===== src/rtl/attn_seq_pkg.sv =====
// Shared types and inst-word layout for the attention instruction sequencer.
// Field positions mirror fullchip's 17-bit inst input.
package attn_seq_pkg;

  typedef enum logic [3:0] {
    S_IDLE,
    S_QWR,
    S_KWR,
    S_KLOAD,
    S_KTAIL,
    S_GAP1,
    S_EXEC,
    S_GAP2,
    S_DRAIN,
    S_PREAD,
    S_DONE
  } state_t;

  localparam int INST_W    = 17;
  localparam int OFIFO_RD  = 16;
  localparam int QK_ADD_HI = 15;
  localparam int QK_ADD_LO = 12;
  localparam int P_ADD_HI  = 11;
  localparam int P_ADD_LO  = 8;
  localparam int EXEC      = 7;
  localparam int LOAD      = 6;
  localparam int QRD       = 5;
  localparam int QWR       = 4;
  localparam int KRD       = 3;
  localparam int KWR       = 2;
  localparam int PRD       = 1;
  localparam int PWR       = 0;

  localparam int ADD_W = QK_ADD_HI - QK_ADD_LO + 1;

  function automatic int max_int(input int a, input int b);
    return (a > b) ? a : b;
  endfunction

  function automatic logic [15:0] sat_add(input logic [15:0] a, input logic [15:0] b);
    logic [16:0] s;
    s = {1'b0, a} + {1'b0, b};
    return s[16] ? 16'hFFFF : s[15:0];
  endfunction

endpackage


===== src/rtl/attn_seq_inst_enc.sv =====
// Registered encoder: maps the sequencer's (state, cnt, accept) to fullchip's inst word,
// so inst lags the state register by exactly one cycle.
module attn_seq_inst_enc
  import attn_seq_pkg::*;
#(
  parameter int cnt_w = 4
) (
  input  logic              clk,
  input  logic              reset,
  input  state_t            state,
  input  logic [cnt_w-1:0]  cnt,
  input  logic              accept,
  output logic [INST_W-1:0] inst
);

  logic [INST_W-1:0] inst_nx;
  logic [ADD_W-1:0]  add;

  always_comb begin
    // NOTE: every always_comb output gets a default first so no path infers a latch.
    inst_nx = '0;
    add     = ADD_W'(cnt);
    case (state)
      S_QWR: if (accept) begin
        inst_nx[QWR]                 = 1'b1;
        inst_nx[QK_ADD_HI:QK_ADD_LO] = add;
      end
      S_KWR: if (accept) begin
        inst_nx[KWR]                 = 1'b1;
        inst_nx[QK_ADD_HI:QK_ADD_LO] = add;
      end
      S_KLOAD: begin
        // kmem has one cycle of read latency, so the address trails the read enable.
        inst_nx[LOAD] = 1'b1;
        inst_nx[KRD]  = (cnt != '0);
        if (cnt >= cnt_w'(2)) inst_nx[QK_ADD_HI:QK_ADD_LO] = add - 1'b1;
      end
      S_KTAIL: inst_nx[LOAD] = 1'b1;
      S_EXEC: begin
        inst_nx[EXEC]                = 1'b1;
        inst_nx[QRD]                 = 1'b1;
        inst_nx[QK_ADD_HI:QK_ADD_LO] = add;
      end
      S_DRAIN: begin
        inst_nx[OFIFO_RD]          = 1'b1;
        inst_nx[PWR]               = 1'b1;
        inst_nx[P_ADD_HI:P_ADD_LO] = add;
      end
      S_PREAD: begin
        inst_nx[PRD]               = 1'b1;
        inst_nx[P_ADD_HI:P_ADD_LO] = add;
      end
      default: inst_nx = '0;
    endcase
  end

  always_ff @(posedge clk) begin
    if (reset) inst <= '0;
    else       inst <= inst_nx;
  end

endmodule


===== src/rtl/attn_inst_sequencer.sv =====
// Drives fullchip's inst/mem_in through one full Q.K pass per start pulse.
// Optional SEQ_PERF_CNT_EN adds cycle_cnt/stall_cnt performance counters.
module attn_inst_sequencer
  import attn_seq_pkg::*;
#(
  parameter int bw          = 8,
  parameter int pr          = 8,
  parameter int col         = 8,
  parameter int total_cycle = 8,
  parameter int addr_w      = 4,
  parameter int gap         = 10
) (
  input  logic              clk,
  input  logic              reset,
  input  logic              start,
  input  logic [pr*bw-1:0]  host_data,
  input  logic              host_valid,
  output logic              host_ready,
  output logic [INST_W-1:0] inst,
  output logic [pr*bw-1:0]  mem_in,
  output logic              out_valid,
  output logic [addr_w-1:0] out_idx,
  output logic              busy,
  output logic              done
`ifdef SEQ_PERF_CNT_EN
  ,
  output logic [15:0]       cycle_cnt,
  output logic [15:0]       stall_cnt
`endif
);

  localparam int MAX_LEN = max_int(max_int(gap, col + 2), total_cycle + 1);
  localparam int CNT_W   = max_int(ADD_W, $clog2(MAX_LEN + 1));

  state_t           state, state_nx;
  logic [CNT_W-1:0] cnt;
  logic             accept, last, pread_hit;

  always_comb begin
    accept = host_ready & host_valid;
    last   = 1'b0;
    case (state)
      S_IDLE:         last = start;
      S_QWR:          last = accept && (cnt == CNT_W'(total_cycle - 1));
      S_KWR:          last = accept && (cnt == CNT_W'(col - 1));
      S_KLOAD:        last = (cnt == CNT_W'(col + 1));
      S_GAP1, S_GAP2: last = (cnt == CNT_W'(gap - 1));
      S_EXEC,
      S_PREAD:        last = (cnt == CNT_W'(total_cycle));
      S_DRAIN:        last = (cnt == CNT_W'(total_cycle - 1));
      default:        last = 1'b1;
    endcase
    state_nx = state;
    if (last) state_nx = (state == S_DONE) ? S_IDLE : state_t'(state + 1'b1);
    pread_hit = (state == S_PREAD) && (cnt != '0);
  end

  // host_ready is registered from the next state so it is valid in the same cycle as accept.
  always_ff @(posedge clk) begin
    // NOTE: synchronous reset lives inside the clocked block; all state uses <= only.
    if (reset) begin
      state      <= S_IDLE;
      cnt        <= '0;
      host_ready <= 1'b0;
      busy       <= 1'b0;
      mem_in     <= '0;
      out_valid  <= 1'b0;
      out_idx    <= '0;
      done       <= 1'b0;
    end else begin
      state <= state_nx;
      if (state_nx != state || state == S_IDLE) cnt <= '0;
      else if (state == S_QWR || state == S_KWR) cnt <= cnt + CNT_W'(accept);
      else cnt <= cnt + 1'b1;
      host_ready <= (state_nx == S_QWR) || (state_nx == S_KWR);
      busy       <= (state_nx != S_IDLE);
      if (accept) mem_in <= host_data;
      out_valid <= pread_hit;
      out_idx   <= pread_hit ? addr_w'(cnt - 1'b1) : '0;
      done      <= (state == S_DONE);
    end
  end

  attn_seq_inst_enc #(.cnt_w(CNT_W)) u_enc (
    .clk    (clk),
    .reset  (reset),
    .state  (state),
    .cnt    (cnt),
    .accept (accept),
    .inst   (inst)
  );

`ifdef SEQ_PERF_CNT_EN
  logic [15:0] cyc_acc, stall_acc;

  // cyc_acc counts the start cycle onward; the +2 at DONE covers the DONE cycle and the done cycle.
  always_ff @(posedge clk) begin
    if (reset) begin
      cyc_acc   <= '0;
      stall_acc <= '0;
      cycle_cnt <= '0;
      stall_cnt <= '0;
    end else begin
      if (state == S_IDLE && start) begin
        cyc_acc   <= 16'd1;
        stall_acc <= '0;
      end else if (state != S_IDLE) begin
        cyc_acc <= sat_add(cyc_acc, 16'd1);
        if (host_ready && !host_valid) stall_acc <= sat_add(stall_acc, 16'd1);
      end
      if (state == S_DONE) begin
        cycle_cnt <= sat_add(cyc_acc, 16'd2);
        stall_cnt <= stall_acc;
      end
    end
  end
`endif

endmodule

===== config.mk =====
export PLATFORM = sky130hd
export DESIGN_NAME = attn_inst_sequencer
export DESIGN_NICKNAME = d
export VERILOG_FILES = /design/src/rtl/attn_seq_pkg.sv /design/src/rtl/attn_seq_inst_enc.sv /design/src/rtl/attn_inst_sequencer.sv
export SDC_FILE = /design/constraint.sdc
export NUM_CORES = 1
export LEC_CHECK = 0
export ABC_AREA = 1
export BUFFER_PORTS_ARGS = -buffer_cell sky130_fd_sc_hd__clkbuf_2
export CORE_MARGIN = 2
export CORE_UTILIZATION = 43
export DETAILED_ROUTE_END_ITERATION = 8
export MAX_ROUTING_LAYER = met4
export PLACE_DENSITY = 0.76
export SLEW_MARGIN = 40
export SYNTH_ARGS = -nofsm -noshare
export SYNTH_HDL_FRONTEND = slang
export SYNTH_HIERARCHICAL = 1
export SYNTH_SLANG_ARGS = --single-unit

===== constraint.sdc =====
create_clock -name clk -period 1.5 [get_ports clk]
set_clock_uncertainty 0.05 [all_clocks]
set_input_delay 0.075 -clock clk [delete_from_list [all_inputs] [get_ports clk]]
set_output_delay 0.075 -clock clk [all_outputs]
set_load 0.01 [all_outputs]

==> metrics.csv, run 1 <==
metric;value;unit
final critical-path share of the clock period;105.6;%
Post-Syn Area per Cell;7.480;sq um
leakage power of the design;2.884;nW
Max VDD drop;0.6662;mV
vertical extent of the die;98.10;um
crit-path max FO;5;
GP Congestion;0.9075;
post-synthesis cell count;509;
clock-pin slew on the worst setup and hold paths;0.10;ns
count of yosys warnings during synthesis;6;
minimum clock period after layout;1.584;ns
fraction of final layout cells sized beyond drive strength 1;36.12;%
Die Outline Area;9623;sq um
part of the total power dissipated in the clock network;23.5;%
initial antenna violation count;0;
depth of the CTS H-tree;3;
Worst Max-Slew Pin Slew;0.5321;ns
total clock sinks;95;
Total Neg Setup Slack;-0.2207;ns
antenna viol nets, final;0;
Final Power;6.885;mW
total CTS buffers;9;
post-DR vias/cell;4.803;
net count after synthesis;583;
effective utilization at floorplan;44.09;%
top library cells by usage in the layout, fill and taps aside;nor2_1 (156), clkbuf_2 (156), dfxtp_1 (89);
CTS tree;done;
DP HPWL;6692;um
clock latency reported for the late side of the worst-skew pair;0.36;ns
Arrival @ worst endpoint;1.85;ns
Area growth, synth to finish;54.39;%
number of global-route vias before repair;4035;
post-route DRC violation count;0;
setup repair after global routing missed its margin;true;
Placed Instance Area;4818;sq um
ratio of total power to cell area;1171;nW/um^2
gr usage total;23.62;%
top area cells in the synthesized netlist;dfxtp_1 (50%), nor2_1 (16%), o21ai_0 (8.8%);
maximum buffer depth of the clock tree;2;
crit path kind;reg2reg;
Routed wire per std cell;13.07;um
post-route worst hold slack;0.1807;ns
run status;finished, violations left;
final routed wirelength across all metal layers;11250;um
failing checks;setup timing;
worst slack at placement;-0.08969;ns
post-route worst setup slack;-0.08433;ns
hold crit path type;in2reg;
CP Data Required Time;1.76;ns
switching power of the nets;2.432;mW
worst-case headroom to the max-slew limit;64.53;%
maximum number of pins on one net before global-route repair;69;
Sw Share;35.32;%
core footprint;8636;sq um
FFs w/ async S/R, synth;0;%
standard-cell row count;34;
clock root cell;clkbuf_8;
Initial DRC Count;148;
Synth area leader;dfxtp_1;
number of enable-type register cells in the synthesized netlist;0;
final hold violation count;0;
overflow left after global routing;0;
net count reported at finish;822;
wire length of the first global-routing pass;18130;um
portion of total power attributed to sequential cells;44.9;%
n_diodes;0;
internal power;4.453;mW
max frequency;631.2;MHz
number of buffer cells added on primary ports;156;
number of register bits inferred by synthesis;95;
depth of the most critical reg-to-reg path;12;
proportion of synthesized chip area in sequential cells;49.95;%
share of Yosys cell area claimed by the top area cell type;49.95;%
number of setup violations in the final report;7;
number of instances on the worst hold path;6;
number of unique standard cell types used by synthesis;29;
endpoint type of the worst setup path;register;
Synth Flop Type;dfxtp_1;
Final Max Tran Viols;0;
Netlist Area Pre-Place;3807;sq um
number of iterations in the first detailed-routing pass;5;
Max Cap Viol;0;
die width;98.10;um
vias after detailed routing;4135;
proportion of power drawn by combinational gates;31.6;%
post-route cell area;5878;sq um
Top-Level Pins;157;
crit path launch type;register;
Yosys cell counts, types with 3 or more instances:
| cell type | count |
|---|---|
| inv_1 | 29 |
| nand2_1 | 53 |
| dfxtp_1 | 95 |
| nand3_1 | 17 |
| clkbuf_1 | 19 |
| a21oi_1 | 6 |
| nor2_1 | 162 |
| ha_1 | 6 |
| nand2_2 | 15 |
| nand3_2 | 3 |
| o21ai_0 | 67 |
| inv_2 | 8 |
| nor2_4 | 3 |
| nor2_2 | 5 |
power by group through the flow:
stage | clock, mW | combinational [mW] | sequential, mW
5_1_grt | 1.77 | 2.41 | 3.12
4_1_cts | 1.66 | 2.07 | 3.07
2_1_floorplan | 0 | 1.01 | 3.29
3_3_place_gp | 0 | 1.86 | 3.10
3_5_place_dp | 0 | 1.90 | 3.12
6_report | 1.62 | 2.17 | 3.09
path summary, 6_finish.rpt:
path / start / endpoint / slack, ns
setup / recovery: cnt[1]$_SDFF_PP0_ / host_ready$_SDFF_PP0_ / -0.08
hold / removal: host_valid / cnt[0]$_SDFF_PP0_ / 0.18
setup reg to reg: cnt[1]$_SDFF_PP0_ / host_ready$_SDFF_PP0_ / -0.08
hold reg to reg: mem_in[20]$_SDFFE_PP0N_ / mem_in[20]$_SDFFE_PP0N_ / 0.44
state kept, by name, summed over array words and instances (netlist names):
register / cells
busy: 1
cnt: 4
done: 1
host_ready: 1
mem_in: 64
out_idx: 4
out_valid: 1
state: 4
u_enc/inst: 15
worst max-delay path, stage by stage, from the launching register on:
cell and delay, ns:
dfxtp_4 0.37, ha_4 0.16, nand2_4 0.06, nor2_4 0.04
nand3_2 0.06, nand3_2 0.09, nor2_4 0.17, o21ai_4 0.12
nand2_2 0.09, nand2_2 0.06, nor2_4 0.13, nand2_2 0.06
nor2_2 0.09
what timing repair did:
item	in CTS	in global routing
endpoints found under the hold margin	66	0
endpoints found under the setup margin	9	19
hold buffers	65	0
pin swaps	13	23
buffers inserted	2	7
cloned	0	1
resized for setup	22	22
final cells by class:
| class | count | area, sq um |
|---|---|---|
| Inverter | 38 | 151.4 |
| Multi-Input combinational cell | 352 | 1782 |
| Timing Repair Buffer | 252 | 1698 |
| Fill cell | 684 | 2758 |
| Tap cell | 108 | 135.1 |
| Clock inverter | 6 | 52.55 |
| Clock buffer | 10 | 137.6 |
| Sequential cell | 95 | 1922 |
logic make-up after synthesis:
logic type	share of synthesized area (%)
AO/OA/AOI/OAI	10.84
flip-flops	49.95
adder cells (fa/ha/maj)	1.972
XOR/XNOR	0.6902
buffers and inverters	6.342
AND/OR/NAND/NOR	30.20
per-layer routing:
metal	up-vias	wire [um]	track usage, %
met3	27	583	4.581
met5	-	0	-
met2	143	5803	41.10
met4	0	275	9.402
met1	1894	4588	26.64
li1	2071	-	-
per-stage QoR:
stage / utilization, % / cells
after floorplan: - / 509
after global placement: 55.80 / 770
after global routing: 68.07 / 861
final: 68.07 / 861
after detailed placement: 55.80 / 770
after CTS: 66.53 / 853
(Power assumes the default switching activity.)
==> run 2, diff against run 1 <==
==> constraint.sdc (replaced) <==
create_clock -name clk -period 1.5 [get_ports clk]
set_clock_uncertainty 0.05 [all_clocks]
set_input_delay 0.375 -clock clk [delete_from_list [all_inputs] [get_ports clk]]
set_output_delay 0.375 -clock clk [all_outputs]
set_load 0.01 [all_outputs]
==> metrics.csv, run 2 (synthesis results as in run 1) <==
metric;value;unit;change
Routed wire per std cell;12.29;um;-5.9%
DP HPWL;6978;um;+4.3%
fraction of final layout cells sized beyond drive strength 1;41.65;%;+5.5 points
Final Max Tran Viols;0;;unchanged
cts hold-fix bufs;0;;-100%
Worst Max-Slew Pin Slew;0.5096;ns;-0.02251 ns
leading cell type in the layout, fill and taps excluded;clkbuf_2;;
wire length of the first global-routing pass;16020;um;-12%
core footprint;8636;sq um;unchanged
Arrival @ worst endpoint;1.92;ns;+0.07 ns
post-DR vias/cell;4.783;;-0.41%
effective utilization at floorplan;44.09;%;unchanged
worst reg2reg path startpoint;state[1]$_SDFF_PP0_;;
maximum number of pins on one net before global-route repair;65;;-5.8%
Top-Level Pins;157;;unchanged
post-route worst setup slack;-0.1534;ns;-0.06904 ns
Max VDD drop;0.7489;mV;+12%
antenna viol nets, final;0;;unchanged
clock-pin slew on the worst setup and hold paths;0.10;ns;about the same
Initial DRC Count;109;;-26%
capture point of the critical path;host_ready$_SDFF_PP0_;;
register with the most flip-flops;mem_in;;
overflow left after global routing;0;;unchanged
n_diodes;0;;unchanged
total CTS buffers;9;;unchanged
CTS tree;done;;
run status;finished, violations left;;
crit path kind;reg2reg;;
number of setup violations in the final report;9;;+2
first element of the critical path;state[1]$_SDFF_PP0_;;
depth of the most critical reg-to-reg path;12;;unchanged
final routed wirelength across all metal layers;9795;um;-13%
GP Congestion;0.8806;;-3.0%
critical path cell sequence;inv_4 > nand2_2 > nand2_1 > nand2_1 > nand3_2 > nor2_4 > o21ai_4 > nand2_2 > nand2_2 > nor2_4 > nand2_2 > nor2_2;;
final critical-path share of the clock period;110.2;%;+4.6 points
total clock sinks;95;;unchanged
slack of the worst reg-to-reg path;-0.15;ns;-0.07 ns
crit path launch type;register;;
hold crit path type;in2reg;;
Largest regs;mem_in x64, u_enc/inst x15;;
number of buffer cells added on primary ports;156;;unchanged
Max Cap Viol;0;;unchanged
failing checks;setup timing;;
ratio of total power to cell area;1276;nW/um^2;+9.0%
depth of the CTS H-tree;3;;unchanged
die width;98.10;um;unchanged
Inst Count DP;773;;+0.39%
final hold violation count;0;;unchanged
vertical extent of the die;98.10;um;unchanged
setup repair after global routing missed its margin;true;;
post-route DRC violation count;0;;unchanged
final instance count without filler cells;797;;-7.4%
vias after detailed routing;3812;;-7.8%
maximum buffer depth of the clock tree;2;;unchanged
gr usage total;20.68;%;-2.9 points
slowest cell delay on critical path;0.43;ns;+0.06 ns
max frequency;604.8;MHz;-4.2%
Slowest cell on crit path;dfxtp_4;;
endpoint type of the worst setup path;register;;
net count reported at finish;758;;-7.8%
Area growth, synth to finish;39.30;%;
Reg-to-Reg End;host_ready$_SDFF_PP0_;;
minimum clock period after layout;1.653;ns;+0.06904 ns
CP Data Required Time;1.76;ns;about the same
number of flip-flops under the largest register name;64;;unchanged
top library cells by usage in the layout, fill and taps aside;clkbuf_2 (156), nor2_1 (152), dfxtp_1 (89);;
number of iterations in the first detailed-routing pass;4;;-1
Final Power;6.769;mW;-1.7%
number of global-route vias before repair;3648;;-9.6%
Die Outline Area;9623;sq um;unchanged
leakage power of the design;2.636;nW;-8.6%
clock root cell;clkbuf_8;;
initial antenna violation count;0;;unchanged
crit-path max FO;7;;+2
standard-cell row count;34;;unchanged
clock latency reported for the late side of the worst-skew pair;0.36;ns;about the same
Most Frequent Cell on Critical Path;nand2_2;;
worst-case headroom to the max-slew limit;66.03;%;+1.5 points
[run 2: changes by cell type in the layout (fill, tap and decap cells not counted), sizes merged]
cell / previous run / this run
dlygate4sd3: 65 / 0
buf: 31 / 32
clkinvlp: 3 / 0
clkinv: 2 / 5
[run 2: worst max-delay path: cells and delay by family (launching register included)]
| kind | cells | cell delay, ns |
|---|---|---|
| DFF | 1 | 0.43 |
| and+or+nand+nor | 10 | 0.94 |
| AOI/OAI and AO/OA | 1 | 0.12 |
| buffers and inverters | 1 | 0.07 |
[run 2: worst min path at each step]
stage	startpoint	endpoint	slack, ns	cells after the start
floorplan	reset	state[3]$_SDFF_PP0_	0.39	1
global placement	mem_in[56]$_SDFFE_PP0N_	mem_in[56]$_SDFFE_PP0N_	0.41	2
detailed placement	mem_in[30]$_SDFFE_PP0N_	mem_in[30]$_SDFFE_PP0N_	0.42	2
CTS	host_data[44]	mem_in[44]$_SDFFE_PP0N_	0.19	3
global route	host_data[5]	mem_in[5]$_SDFFE_PP0N_	0.20	3
finish	host_data[13]	mem_in[13]$_SDFFE_PP0N_	0.20	3
[run 2: where the power goes]
part / internal (mW) / switching (mW) / leakage [nW]
Sequential: 2.87 / 0.218 / 0.778
Combinational: 0.813 / 1.21 / 1.76
Clock: 0.689 / 0.961 / 0.102
[run 2: metal layers]
layer	wire [um]	global-route usage (%)	up-vias	share of wire (%)
li1	-	-	1942	-
met1	3962	23.27	1714	40
met2	4962	34.72	137	51
met3	723	6.228	19	7.4
met4	146	7.585	0	1.5
met5	0	-	-	0
[run 2: final cells by class]
cell class,count,area [sq um]
fillers,772,3332
repair buffers,188,1070
well taps,108,135.1
multi-input cells,352,1822
inverters,38,152.6
flip-flops and latches,95,1924
clock inverters,6,62.56
clock buffers,10,137.6
[run 2: timing repair]
action / CTS / global route
setup buffers: 3 / 5
endpoints found under the setup margin: 10 / 19
gates resized for setup: 22 / 38
hold endpoints to repair: 0 / 0
pin swaps: 20 / 16
[run 2: metrics by stage]
stage	utilization, %	setup WS [ns]	hold WS (ns)	setup TNS, ns	area [sq um]
2_1_floorplan	-	-0.003098	0.3867	-0.003098	3820
3_3_place_gp	56.06	-0.01924	0.4118	-0.01999	4841
6_report	61.42	-0.1534	0.2015	-0.7582	5304
4_1_cts	59.59	-0.08453	0.1937	-0.3538	5146
3_5_place_dp	56.06	-0.1236	0.4222	-0.5311	4841
5_1_grt	61.42	-0.2422	0.2022	-1.470	5304
